[src/rtl/ps2_key_receiver.sv]
// +----------------------------------------------------------------------------+
// | ps2_key_receiver: PS/2 keyboard frame receiver with F0/E0 prefix decoding   |
// | Rev 1.0                                                                     |
// +----------------------------------------------------------------------------+
`default_nettype none
`timescale 1ns/1ps

module ps2_key_receiver #(
  parameter int          FILTER_LEN    = 3,
  parameter logic [15:0] TIMEOUT       = 16'd10000,
  parameter bit          CHECK_PARITY  = 1'b0,
  parameter bit          DECODE_PREFIX = 1'b1
) (
  input  logic       clk,
  input  logic       reset,
  input  logic       key_clk,
  input  logic       key_data,
  output logic [7:0] data,
  output logic       changed,
  output logic       released,
  output logic       extended,
  output logic       parity_err,
  output logic       frame_err
);

  localparam int FCW = $clog2(FILTER_LEN + 1);

  typedef enum logic [1:0] {
    S_IDLE   = 2'd0,
    S_RECV   = 2'd1,
    S_PARITY = 2'd2,
    S_STOP   = 2'd3
  } state_t;

  logic           kclk_meta_q, kclk_meta_d, kclk_sync_q, kclk_sync_d;
  logic           kdat_meta_q, kdat_meta_d, kdat_sync_q, kdat_sync_d;
  logic           filt_q, filt_d, filt_prev_q, filt_prev_d;
  logic [FCW-1:0] filt_cnt_q, filt_cnt_d;
  state_t         state_q, state_d;
  logic [7:0]     shreg_q, shreg_d;
  logic [2:0]     bit_cnt_q, bit_cnt_d;
  logic           par_q, par_d;
  logic           brk_q, brk_d, ext_q, ext_d;
  logic [15:0]    tmo_q, tmo_d;
  logic [7:0]     data_q, data_d;
  logic           changed_q, changed_d, released_q, released_d, extended_q, extended_d;
  logic           parity_err_q, parity_err_d, frame_err_q, frame_err_d;
  logic           fall;
  logic           bit_in;
  logic [15:0]    tmo_inc;

  // Clock line changes filtered level only after FILTER_LEN consecutive differing samples
  always_comb begin
    kclk_meta_d = key_clk;
    kclk_sync_d = kclk_meta_q;
    kdat_meta_d = key_data;
    kdat_sync_d = kdat_meta_q;
    filt_d      = filt_q;
    filt_cnt_d  = '0;
    filt_prev_d = filt_q;
    if (kclk_sync_q != filt_q) begin
      if (filt_cnt_q == FCW'(FILTER_LEN - 1)) filt_d = kclk_sync_q;
      else filt_cnt_d = filt_cnt_q + 1'b1;
    end
  end

  assign fall    = filt_prev_q & ~filt_q;
  assign bit_in  = kdat_sync_q;
  assign tmo_inc = tmo_q + 16'd1;

  always_comb begin
    state_d      = state_q;
    shreg_d      = shreg_q;
    bit_cnt_d    = bit_cnt_q;
    par_d        = par_q;
    brk_d        = brk_q;
    ext_d        = ext_q;
    tmo_d        = tmo_q;
    data_d       = data_q;
    released_d   = released_q;
    extended_d   = extended_q;
    changed_d    = 1'b0;
    parity_err_d = 1'b0;
    frame_err_d  = 1'b0;
    if (fall) begin
      tmo_d = '0;
      case (state_q)
        S_IDLE: begin
          if (!bit_in) begin
            state_d   = S_RECV;
            bit_cnt_d = '0;
          end
        end
        S_RECV: begin
          shreg_d   = {bit_in, shreg_q[7:1]};
          bit_cnt_d = bit_cnt_q + 3'd1;
          if (bit_cnt_q == 3'd7) state_d = S_PARITY;
        end
        S_PARITY: begin
          par_d   = bit_in;
          state_d = S_STOP;
        end
        default: begin
          state_d = S_IDLE;
          if (!bit_in) begin
            frame_err_d = 1'b1;
          end else if (CHECK_PARITY && ((^{shreg_q, par_q}) == 1'b0)) begin
            parity_err_d = 1'b1;
          end else if (DECODE_PREFIX && shreg_q == 8'hF0) begin
            brk_d = 1'b1;
          end else if (DECODE_PREFIX && shreg_q == 8'hE0) begin
            ext_d = 1'b1;
          end else begin
            data_d     = shreg_q;
            released_d = brk_q;
            extended_d = ext_q;
            changed_d  = 1'b1;
            brk_d      = 1'b0;
            ext_d      = 1'b0;
          end
        end
      endcase
    end else if (state_q != S_IDLE) begin
      tmo_d = tmo_inc;
      if (tmo_inc == TIMEOUT) begin
        tmo_d       = '0;
        state_d     = S_IDLE;
        frame_err_d = 1'b1;
        brk_d       = 1'b0;
        ext_d       = 1'b0;
      end
    end else begin
      tmo_d = '0;
    end
  end

  always_ff @(posedge clk or posedge reset) begin
    if (reset) begin
      kclk_meta_q  <= 1'b1;
      kclk_sync_q  <= 1'b1;
      kdat_meta_q  <= 1'b1;
      kdat_sync_q  <= 1'b1;
      filt_q       <= 1'b1;
      filt_prev_q  <= 1'b1;
      filt_cnt_q   <= '0;
      state_q      <= S_IDLE;
      shreg_q      <= '0;
      bit_cnt_q    <= '0;
      par_q        <= 1'b0;
      brk_q        <= 1'b0;
      ext_q        <= 1'b0;
      tmo_q        <= '0;
      data_q       <= '0;
      changed_q    <= 1'b0;
      released_q   <= 1'b0;
      extended_q   <= 1'b0;
      parity_err_q <= 1'b0;
      frame_err_q  <= 1'b0;
    end else begin
      kclk_meta_q  <= kclk_meta_d;
      kclk_sync_q  <= kclk_sync_d;
      kdat_meta_q  <= kdat_meta_d;
      kdat_sync_q  <= kdat_sync_d;
      filt_q       <= filt_d;
      filt_prev_q  <= filt_prev_d;
      filt_cnt_q   <= filt_cnt_d;
      state_q      <= state_d;
      shreg_q      <= shreg_d;
      bit_cnt_q    <= bit_cnt_d;
      par_q        <= par_d;
      brk_q        <= brk_d;
      ext_q        <= ext_d;
      tmo_q        <= tmo_d;
      data_q       <= data_d;
      changed_q    <= changed_d;
      released_q   <= released_d;
      extended_q   <= extended_d;
      parity_err_q <= parity_err_d;
      frame_err_q  <= frame_err_d;
    end
  end

  assign data       = data_q;
  assign changed    = changed_q;
  assign released   = released_q;
  assign extended   = extended_q;
  assign parity_err = parity_err_q;
  assign frame_err  = frame_err_q;

endmodule

`default_nettype wire

[config.mk]
export PLATFORM = sky130hd
export DESIGN_NAME = ps2_key_receiver
export DESIGN_NICKNAME = d
export VERILOG_FILES = /design/src/rtl/ps2_key_receiver.sv
export SDC_FILE = /design/constraint.sdc
export NUM_CORES = 1
export LEC_CHECK = 0
export ABC_AREA = 1
export CAP_MARGIN = 20
export CORE_MARGIN = 2
export CORE_UTILIZATION = 62
export DETAILED_ROUTE_END_ITERATION = 6
export GPL_TIMING_DRIVEN = 0
export MAX_ROUTING_LAYER = met4
export PLACE_DENSITY = 0.89
export SLEW_MARGIN = 10
export SYNTH_ARGS = -nofsm -noshare
export SYNTH_HDL_FRONTEND = slang
export SYNTH_SLANG_ARGS = --single-unit
[constraint.sdc]
create_clock -name clk -period 4.46 [get_ports clk]
set_input_delay 0.892 -clock clk [delete_from_list [all_inputs] [get_ports clk]]
set_output_delay 0.892 -clock clk [all_outputs]
set_load 0.01 [all_outputs]
After elaboration in Yosys (flattened, before gate mapping)
Index checks and enable logic that the tools add are counted.

storage, ports and cells
  flip-flop bits (word level) = 51
  latch bits = 0
  memory bits (writable) = 0
  ROM bits = 0
  input port bits = 4
  output and inout port bits = 13
  memories = 0

cells by class
  add/sub/neg operators = 3
  multipliers = 0
  divide/modulo/power cells = 0
  $lt $le $gt $ge = 0
  eq/ne operators = 15
  shifts and indexed selects = 0
  multiplexer cells = 35
  bitwise operators = 5
  reductions and logical operators = 13

operators by type and width
  cell                                             number
  2-to-1 mux 16 bit                                3
  2-to-1 mux 1 bit                                 22
  adder 16 x 1 -> 16 bit, second input constant    1
  == test 16 x 14 -> 1 bit, second input constant  1
  == test 8 bit, second input constant             2
  AND reduction 5 bit                              3
  2-to-1 mux 2 bit                                 7
  inequality test 3 bit, second input constant     3
  inequality test 2 bit, second input constant     4
  nonzero test 2 bit                               4
  case mux 2 bit (3 select lines)                  1
  case mux 3 bit (2 select lines)                  1
  == test 2 bit, second input constant             2
  NOT 1 bit                                        4
  AND reduction 2 bit                              2
  AND reduction 4 bit                              1
  adder 3 x 1 -> 3 bit, second input constant      1
  == test 3 bit, second input constant             1
  2-to-1 mux 3 bit                                 1
  AND reduction 3 bit                              1
  OR reduction 3 bit                               1
  adder 2 x 1 -> 2 bit, second input constant      1
  == test 2 x 1 -> 1 bit, second input constant    1
  zero test 2 bit                                  1
  2 further kinds                                  2

Depth between registers and ports, before layout
Gate-level depths: netlist (run 1).

  word-level depth = 6
  gate-level depth with buffers = 13

Worst setup path after synthesis (run 1)
OpenSTA, ideal clock, no wires.

  path type = reg-to-reg
  start point = reg tmo_q[1]
  end point = reg state_q[0]
  library setup time = 0.123 ns
  arrival = 1.556 ns
  setup slack = 2.781 ns
  stages on the path, launching flop included = 13
  path buffers = 0
  period minus slack after synthesis = 1.679 ns
  cell sequence = dfrtp_1 -> ha_1 -> nand3_2 -> nor2_4 -> nand3_1 -> nand2_1 -> nand2_1 -> nor2_1 -> nand3_2 -> nand2_4 -> nand2_4 -> nand2_1 -> o21ai_2

between the ends
  word-level cells in the longest chain between the ends = 4

RTL lines
  what                           RTL line  RTL
  from (decl)                    44        logic [15:0] tmo_q, tmo_d;
  from (signal assigned)         173       tmo_q <= tmo_d;
  adder 16 x 1 -> 16 bit         69        assign tmo_inc = tmo_q + 16'd1;
  == test 16 x 14 -> 1 bit       125       if (tmo_inc == TIMEOUT) begin
  nonzero test 2 bit (no line)   -
  AND reduction 4 bit (no line)  -
  to (signal assigned)           167       state_q <= state_d;
  to (decl)                      39        state_t state_q, state_d;

No other way between the ends.
A chain may end at the register's enable or synchronous reset.

Worst setup path after layout (run 1)
  start point = reg data_q[4] (netlist: data[4])
  end point = out data[4]

RTL lines
  what                    RTL line  RTL
  from (decl)             45        logic [7:0] data_q, data_d;
  from (signal assigned)  174       data_q <= data_d;
  to (decl)               18        output logic [7:0] data,

No word-level cell between the ends.

==> results.ini, run 1 <==
[power]
p_leak_nw = 1.37
vdd_drop_max_v = 0.000232
cellPowerDensity_nw_per_um2 = 385

[clock_network]
cts_max_level = 2
postCtsHoldBufs = 0
cts-root-buf = clkbuf_8
cts.sinks = 51
cts.repair.resized = 0
clk_pin_slew_ns = 0.09
numCtsBuffers = 5
tritoncts = built
clk_path_buf_depth = 2
insertion_delay_ns = 0.31
post_cts.repair.setup_buffers = 0

[global_route]
antenna_found_initial = 0
grt_pass1_vias = 1916
grt_overflow_total = 0
grt_pass1_wl_mm = 8.47
grt_max_degree = 39
grt_use_total = 0.265

[yosys]
synth_cells = 299
syn_nets = 310
synth_area_um2 = 2480
ys_seq_area_frac = 0.517
ys_types = 28
ys_ff_latch = 51
ys.warnings.count = 0
synth.avg_cell_area_um2 = 8.30

[detailed_routing]
routed_wl_mm = 4.99
wl_per_cell_um = 13.5
initialDrtViolationCount = 160
dr.pass1.iters = 4
drc = 0
via_per_inst = 5.44
drtAntennaViolNets = 0
vias = 2017

[worst_hold_path]
hold_path_class = reg2reg
worstHoldStart = kdat_meta_q$_DFF_PP1_
hold_end = bit_in$_DFF_PP1_
hold_path_depth = 0

[sta]
max_slew_margin = 0.639
fmax_mhz = 464
worst_pin_slew_ns = 0.540
setup_viol_count_final = 0
finalCritPeriodShare = 0.484
setup_tns_ns = 0
slew_violations = 0
grt_setup_unrepaired = no
hold_ws_ns = 0.359
clock_skew_ns = 0.0106
min_period_ns = 2.16
hold_viol = 0

[layout]
nets = 333
syn2layout_area_growth_pct = 12.7
drive_gt1_frac = 0.111
final_cell_mix = nand2_1 (82), dfrtp_1 (45), inv_1 (44)
insertedDiodeCount = 0
final_common_cell = nand2_1

[die]
die_area_um2 = 4530
die_w_um = 67.3
start_util = 0.663
rows = 22
coreArea_um2 = 3740
io_pins = 17
die_h_um = 67.3

[placed_design]
dp_hpwl_mm = 3.53
port_buffers = 15
gp_congestion = 0.835

[worst_setup_path]
r2r_start = tmo_q[1]$_DFF_PP0_
path_class = reg2out
path_buf_inv = 1
cp-end-kind = output pin
max_stage_delay_ns = 0.58
path_cells = clkdlybuf4s50_1
start_kind = flop
r2r_end = state_q[0]$_DFFE_PP0P_
worstPathRequired_ns = 3.57
r2r_setup_slack_ns = 2.46
reg2regPathDepth = 12
crit_slowest_cell = clkdlybuf4s50_1
cp_data_arrival_time_ns = 1.26
cp_top_family = buffers and inverters
crit_fanout = 2

[outcome]
status = finished clean

[flow_run]
cap_violations = 0

[cell usage after synthesis, drive strengths merged]
master,number,area [um2]
o21bai,2,15.0
o31ai,1,7.51
nand2,89,367
nor2,30,140
o22ai,1,6.26
xnor2,2,17.5
conb,1,3.75
nand3b,1,7.51
nor3b,1,7.51
dfstp,6,158
nor4,1,6.26
inv,47,176
a21oi,2,10.0
clkbuf,2,7.51
ha,7,87.6
buf,1,7.51
nor3,3,15.0
nand3,22,120
o21ai,27,146
nand4,8,50.1
dfrtp,45,1130
[kinds of logic (layout without fill, tap and decap cells)]
kind of cell               count (synthesis)  count (layout)  synth area share
adders and majority gates                  7               7            0.0353
xor gates and xnor gates                   2               2           0.00706
and+or+nand+nor                          155             155             0.287
DFF                                       51              51             0.517
other                                      1               1           0.00151
AOI/OAI and AO/OA                         33              33            0.0746
buffers and inverters                     50              74            0.0771
[metal layers]
layer,up-vias,wire length (um),GRT usage,share of wire
met3,11,207,0.0600,0.041
met1,975,2170,0.319,0.43
met4,0,104,0.112,0.021
met2,45,2510,0.433,0.50
met5,-,0,-,0
li1,986,-,-,-
[power by group]
| part | switching (mW) | internal (mW) |
|---|---|---|
| registers | 0.0329 | 0.516 |
| logic | 0.194 | 0.0767 |
| clock network | 0.149 | 0.108 |
[per-stage QoR]
stage | util | setup WS, ns | cells | cell area [um2] | total power [mW]
CTS | 0.747 | 2.31 | 371 | 2800 | 1.08
global placement | 0.719 | 1.43 | 362 | 2690 | 0.804
floorplan | - | 2.35 | 299 | 2480 | 0.753
detailed placement | 0.725 | 2.48 | 363 | 2710 | 0.824
finish | 0.747 | 2.30 | 371 | 2800 | 1.08
global route | 0.747 | 2.27 | 371 | 2800 | 1.16
[worst max path at each step]
stage	cells past startpoint	start	endpoint	slack, ns
floorplan	1	reset	bit_cnt_q[0]$_DFFE_PP0P_	2.35
detailed placement	12	tmo_q[1]$_DFF_PP0_	brk_q$_DFFE_PP0P_	2.48
global route	12	tmo_q[1]$_DFF_PP0_	brk_q$_DFFE_PP0P_	2.27
finish	1	data[4]$_DFFE_PP0P_	data[4]	2.30
CTS	1	data[4]$_DFFE_PP0P_	data[4]	2.31
global placement	2	reset	data[1]$_DFFE_PP0P_	1.43
[state kept, by name (all words and copies together) (netlist names)]
| signal | cells |
|---|---|
| frame_err | 1 |
| data | 8 |
| kclk_meta_q | 1 |
| bit_cnt_q | 3 |
| state_q | 2 |
| changed | 1 |
| tmo_q | 16 |
| brk_q | 1 |
| kclk_sync_q | 1 |
| released | 1 |
| shreg_q | 8 |
| filt_cnt_q | 2 |
| filt_prev_d | 1 |
| kdat_meta_q | 1 |
| extended | 1 |
| filt_prev_q | 1 |
| ext_q | 1 |
| bit_in | 1 |
[final cells by class]
type | count | area (um2)
buffer | 3 | 15.0
clock buffer | 5 | 68.8
clock inverter | 3 | 15.0
fill | 268 | 947
inverter | 47 | 176
multi-input combinational | 198 | 1010
sequential | 51 | 1280
tap | 48 | 60.1
timing repair buffer | 16 | 170
No activity file was read; power rests on OpenSTA's default activity.
==> run 2, diff against run 1 <==
--- a/config.mk
+++ b/config.mk
@@ -8,11 +8,11 @@
 export ABC_AREA = 1
 export CAP_MARGIN = 20
 export CORE_MARGIN = 2
-export CORE_UTILIZATION = 62
+export CORE_UTILIZATION = 52
 export DETAILED_ROUTE_END_ITERATION = 6
 export GPL_TIMING_DRIVEN = 0
 export MAX_ROUTING_LAYER = met4
-export PLACE_DENSITY = 0.89
+export PLACE_DENSITY = 0.81
 export SLEW_MARGIN = 10
 export SYNTH_ARGS = -nofsm -noshare
 export SYNTH_HDL_FRONTEND = slang
==> constraint.sdc (replaced) <==
create_clock -name clk -period 1.8 [get_ports clk]
set_input_delay 0.36 -clock clk [delete_from_list [all_inputs] [get_ports clk]]
set_output_delay 0.36 -clock clk [all_outputs]
set_load 0.01 [all_outputs]
==> run 2 against run 1 <==
The flow now finishes with violations (setup timing). Die area grew 18%. Routed wire length up 1.2%. Core utilization decreased by 11 points. Clock power increased to 3.2 times the previous value. Final area increased by 6.9%.
==> results.ini, run 2 (synthesis results as in run 1) <==
[outcome]
status = complete, but fails checks
violations = setup timing

[worst_hold_path]
worstHoldStart = kclk_meta_q$_DFF_PP1_
hold_end = kclk_sync_q$_DFF_PP1_
hold_path_depth = 0
hold_path_class = reg2reg

[sta]
setup_ws_ns = -0.0875
fmax_mhz = 530
min_period_ns = 1.89
max_slew_margin = 0.643
setup_viol_count_final = 11
worst_pin_slew_ns = 0.535
grt_setup_unrepaired = yes
hold_viol = 0
hold_ws_ns = 0.358
finalCritPeriodShare = 1.05
clock_skew_ns = 0.0133
slew_violations = 0

[layout]
drive_gt1_frac = 0.195
final_cell_mix = nand2_1 (78), dfrtp_1 (43), inv_1 (42)
final_common_cell = nand2_1
nets = 339
largest_reg_flops = 16
insertedDiodeCount = 0
top_register = tmo_q
syn2layout_area_growth_pct = 20.4
final_util = 0.641

[placed_design]
gp_congestion = 0.820
port_buffers = 15
dp_hpwl_mm = 3.33

[detailed_routing]
via_per_inst = 5.24
wl_per_cell_um = 13.2
top_layer = met4
drtAntennaViolNets = 0
drc = 0
met2WireLength_mm = 2.59
wl_met1_mm = 2.27
vias = 2007
initialDrtViolationCount = 118
dr.pass1.iters = 4
wl_met3_um = 118
routed_wl_mm = 5.05

[clock_network]
insertion_delay_ns = 0.31
cts.sinks = 51
clk_pin_slew_ns = 0.08
cts_max_level = 2
cts-root-buf = clkbuf_8
tritoncts = built
numCtsBuffers = 5
clk_path_buf_depth = 2

[worst_setup_path]
critPathLaunch = tmo_q[1]$_DFF_PP0_
r2r_end = state_q[0]$_DFFE_PP0P_
cp-end-kind = flop
reg2regPathDepth = 12
path_class = reg2reg
crit_fanout = 5
path_cells = buf_6, nand3_2, nor2_2, nand3_1, nand2_1, nand3_1, nor2_2, nand3_2, nand2_4, nand2_4, nand2_2, o21ai_2
max_stage_delay_ns = 0.43
worstPathRequired_ns = 2.00
start_kind = flop
crit_slowest_cell = dfrtp_1
r2r_start = tmo_q[1]$_DFF_PP0_
cp_data_arrival_time_ns = 2.08
r2r_setup_slack_ns = -0.09

[die]
coreArea_um2 = 4660
rows = 25
start_util = 0.533
die_area_um2 = 5340
die_w_um = 73.1
die_h_um = 73.1
io_pins = 17

[global_route]
grt_use_total = 0.208
grt_pass1_wl_mm = 8.23
antenna_found_initial = 0
grt_overflow_total = 0
grt_max_degree = 28
grt_pass1_vias = 1908

[flow_run]
cap_violations = 0

[power]
vdd_drop_max_v = 0.000541
cellPowerDensity_nw_per_um2 = 983
p_leak_nw = 1.45

run 2: worst max-delay path by stage:
stage,endpoint,cells after the start
global placement,data[1]$_DFFE_PP0P_,2
CTS,state_q[0]$_DFFE_PP0P_,12
finish,state_q[0]$_DFFE_PP0P_,12
floorplan,state_q[0]$_DFFE_PP0P_,12
detailed placement,state_q[0]$_DFFE_PP0P_,12
global route,state_q[0]$_DFFE_PP0P_,12
run 2: per-stage QoR:
step	setup TNS [ns]	power [mW]	instance area, um2	instances	setup slack (ns)
floorplan	0	1.87	2480	299	0.121
global placement	-34.27	2.00	2700	368	-0.709
detailed placement	-1.65	2.03	2720	369	-0.120
CTS	-0.00639	2.88	2910	381	-0.00639
global route	-1.87	3.10	2990	383	-0.183
finish	-0.494	2.94	2990	383	-0.0875
run 2: timing repair:
action	4_1_cts	5_1_grt
pin swaps	8	14
hold buffers	0	0
setup buffers	4	2
resized for setup	12	20
hold endpoints to repair	0	0
setup endpoints to repair	30	32
run 2: area by class of cell:
class / count / area [um2]
multi-input combinational: 198 / 1100
buffer: 3 / 17.5
inverter: 47 / 179
clock inverter: 2 / 35.0
sequential: 51 / 1290
tap: 54 / 67.6
clock buffer: 6 / 82.6
fill: 353 / 1670
timing repair buffer: 22 / 223
run 2: layer usage:
layer | global-route usage | vias up
li1 | - | 994
met1 | 0.258 | 982
met2 | 0.332 | 25
met3 | 0.0414 | 6
met4 | 0.0844 | 0
met5 | - | -
run 2: power breakdown:
group / internal (mW) / switching (mW) / leakage, nW / total (mW)
Clock: 0.450 / 0.370 / 0.0612 / 0.820
Sequential: 1.28 / 0.0946 / 0.683 / 1.37
Combinational: 0.229 / 0.517 / 0.701 / 0.746
run 2: critical path: cells and delay by family, from the launching register on:
family	cells	cell delay, ns
AO/OA/AOI/OAI	1	0.05
buffers and inverters	1	0.14
flip-flops	1	0.43
AND/OR/NAND/NOR	10	1.18
==> run 3, diff against run 2 <==
--- a/config.mk
+++ b/config.mk
@@ -7,7 +7,7 @@
 export LEC_CHECK = 0
 export ABC_AREA = 1
 export CAP_MARGIN = 20
-export CORE_MARGIN = 2
+export CORE_MARGIN = 4
 export CORE_UTILIZATION = 52
 export DETAILED_ROUTE_END_ITERATION = 6
 export GPL_TIMING_DRIVEN = 0
==> run 3 against run 2 <==
Non-clock buffer count is 2 higher. The run still ends with setup timing left. Cell count stayed put. Final area is 0.71% higher. Sequential power hardly changed. Total power is 4.3% lower. Global-route usage is 3.1 points lower. Sequential share of layout area is 0.30 points lower. Combinational power is 2% lower. Sequential cell count stayed put. Core utilization is 3.1 points higher. Largest cell class unchanged.
==> results.ini, run 3 (synthesis results as in run 1) <==
[outcome]
status = complete, but fails checks
violations = setup timing

[global_route]
grt_overflow_total = 0
grt_max_degree = 34
grt_pass1_vias = 1943
grt_use_total = 0.177
grt_pass1_wl_mm = 8.27
antenna_found_initial = 0

[worst_setup_path]
worstPathRequired_ns = 1.99
crit_fanout = 7
cp-end-kind = flop
r2r_setup_slack_ns = -0.04
cp_data_arrival_time_ns = 2.02
path_class = reg2reg
start_kind = flop

[layout]
largest_reg_flops = 16
multi_input_area_um2 = 1120
final_design_area_no_fill_um2 = 3010
insertedDiodeCount = 0
drive_gt1_frac = 0.199
top_register = tmo_q
nets = 341
syn2layout_area_growth_pct = 21.3
n_fill_cell = 343
final_cell_mix = nand2_1 (75), inv_1 (43), dfrtp_1 (43)
register_area_um2 = 1290
final_common_cell = nand2_1
instances_no_fill = 383
final_util = 0.673

[die]
io_pins = 17
coreArea_um2 = 4470
start_util = 0.555
rows = 24
die_w_um = 77.1
die_h_um = 77.1
die_area_um2 = 5940

[clock_network]
postCtsHoldBufs = 0
insertion_delay_ns = 0.30
cts-root-buf = clkbuf_8
tritoncts = built
clk_path_buf_depth = 2
cts_max_level = 2
clk_pin_slew_ns = 0.09
cts.sinks = 51
numCtsBuffers = 5

[detailed_routing]
drc = 0
routed_wl_mm = 5.08
wl_per_cell_um = 13.3
dr.pass1.iters = 4
via_per_inst = 5.23
initialDrtViolationCount = 185
vias = 2002
drtAntennaViolNets = 0

[sta]
setup_viol_count_final = 8
setup_ws_ns = -0.0393
grt_setup_unrepaired = yes
min_period_ns = 1.84
setup_tns_ns = -0.151
clock_skew_ns = 0.00748
slew_violations = 0
fmax_mhz = 544
finalCritPeriodShare = 1.02
hold_viol = 0

[power]
p_leak_nw = 1.43
pwr-share-seq = 0.487
sw_frac_of_total = 0.344
p_sw_mw = 0.968
clockPowerShare = 0.254
power.total_mw = 2.81
comb_power_share = 0.259
p_int_mw = 1.85
cellPowerDensity_nw_per_um2 = 935
vdd_drop_max_v = 0.000554

[placed_design]
placed_cell_area_um2 = 2720
dpl.cell_count = 367
dp_hpwl_mm = 3.36
port_buffers = 15
gp_congestion = 0.843

[flow_run]
cap_violations = 0

[worst_hold_path]
hold_path_class = in2async

## run 3: critical path, cell delays in order (launching register included)
cell,delay (ns)
dfrtp_1,0.42
ha_4,0.18
nand3_4,0.09
nor2_4,0.21
nand2_1,0.10
nand2_2,0.09
nand3_2,0.11
nor2_4,0.14
nand3_4,0.09
nand2_4,0.11
nand2_4,0.08
nand2_2,0.07
o21ai_2,0.05
## run 3: final timing paths
check	from	end	cells after the start
max	tmo_q[1]$_DFF_PP0_	state_q[0]$_DFFE_PP0P_	12
min	reset	tmo_q[4]$_DFF_PP0_	2
max reg2reg	tmo_q[1]$_DFF_PP0_	state_q[0]$_DFFE_PP0P_	12
min reg2reg	kclk_meta_q$_DFF_PP1_	kclk_sync_q$_DFF_PP1_	0
max in group asynchronous	reset	kdat_meta_q$_DFF_PP1_	3
min in group clk	kclk_meta_q$_DFF_PP1_	kclk_sync_q$_DFF_PP1_	0
## run 3: cell type report
cell class	count	area share
plain buffers	3	0.00582
well taps	52	0.0216
clock inverters	1	0.00249
inverters	47	0.0594
clock buffers	7	0.0320
multi-input cells	198	0.371
repair buffers	24	0.0802
flip-flops and latches	51	0.427
## run 3: repair_timing
item | in CTS | in global routing
setup endpoints to repair | 30 | 33
cloned | 0 | 0
pin swaps | 5 | 12
resized for setup | 10 | 27
buffers inserted | 6 | 2
## run 3: routing by layer
layer,track usage,part of all wire,vias up
li1,-,-,998
met4,0.0765,0.011,0
met1,0.215,0.44,943
met5,-,0,-
met3,0.0328,0.051,6
met2,0.289,0.50,55
## run 3: metrics by stage
| stage | setup WS, ns | hold slack (ns) |
|---|---|---|
| floorplan | 0.121 | 0.345 |
| global placement | -0.719 | 0.346 |
| detailed placement | -0.153 | 0.348 |
| CTS | -0.0339 | 0.362 |
| global route | -0.228 | 0.364 |
| finish | -0.0393 | 0.359 |
## run 3: power groups by stage
stage / registers (mW) / logic [mW] / clock network [mW]
floorplan: 1.36 / 0.506 / 0
global placement: 1.37 / 0.624 / 0
detailed placement: 1.38 / 0.658 / 0
CTS: 1.36 / 0.687 / 0.742
global route: 1.39 / 0.812 / 0.786
finish: 1.37 / 0.729 / 0.714
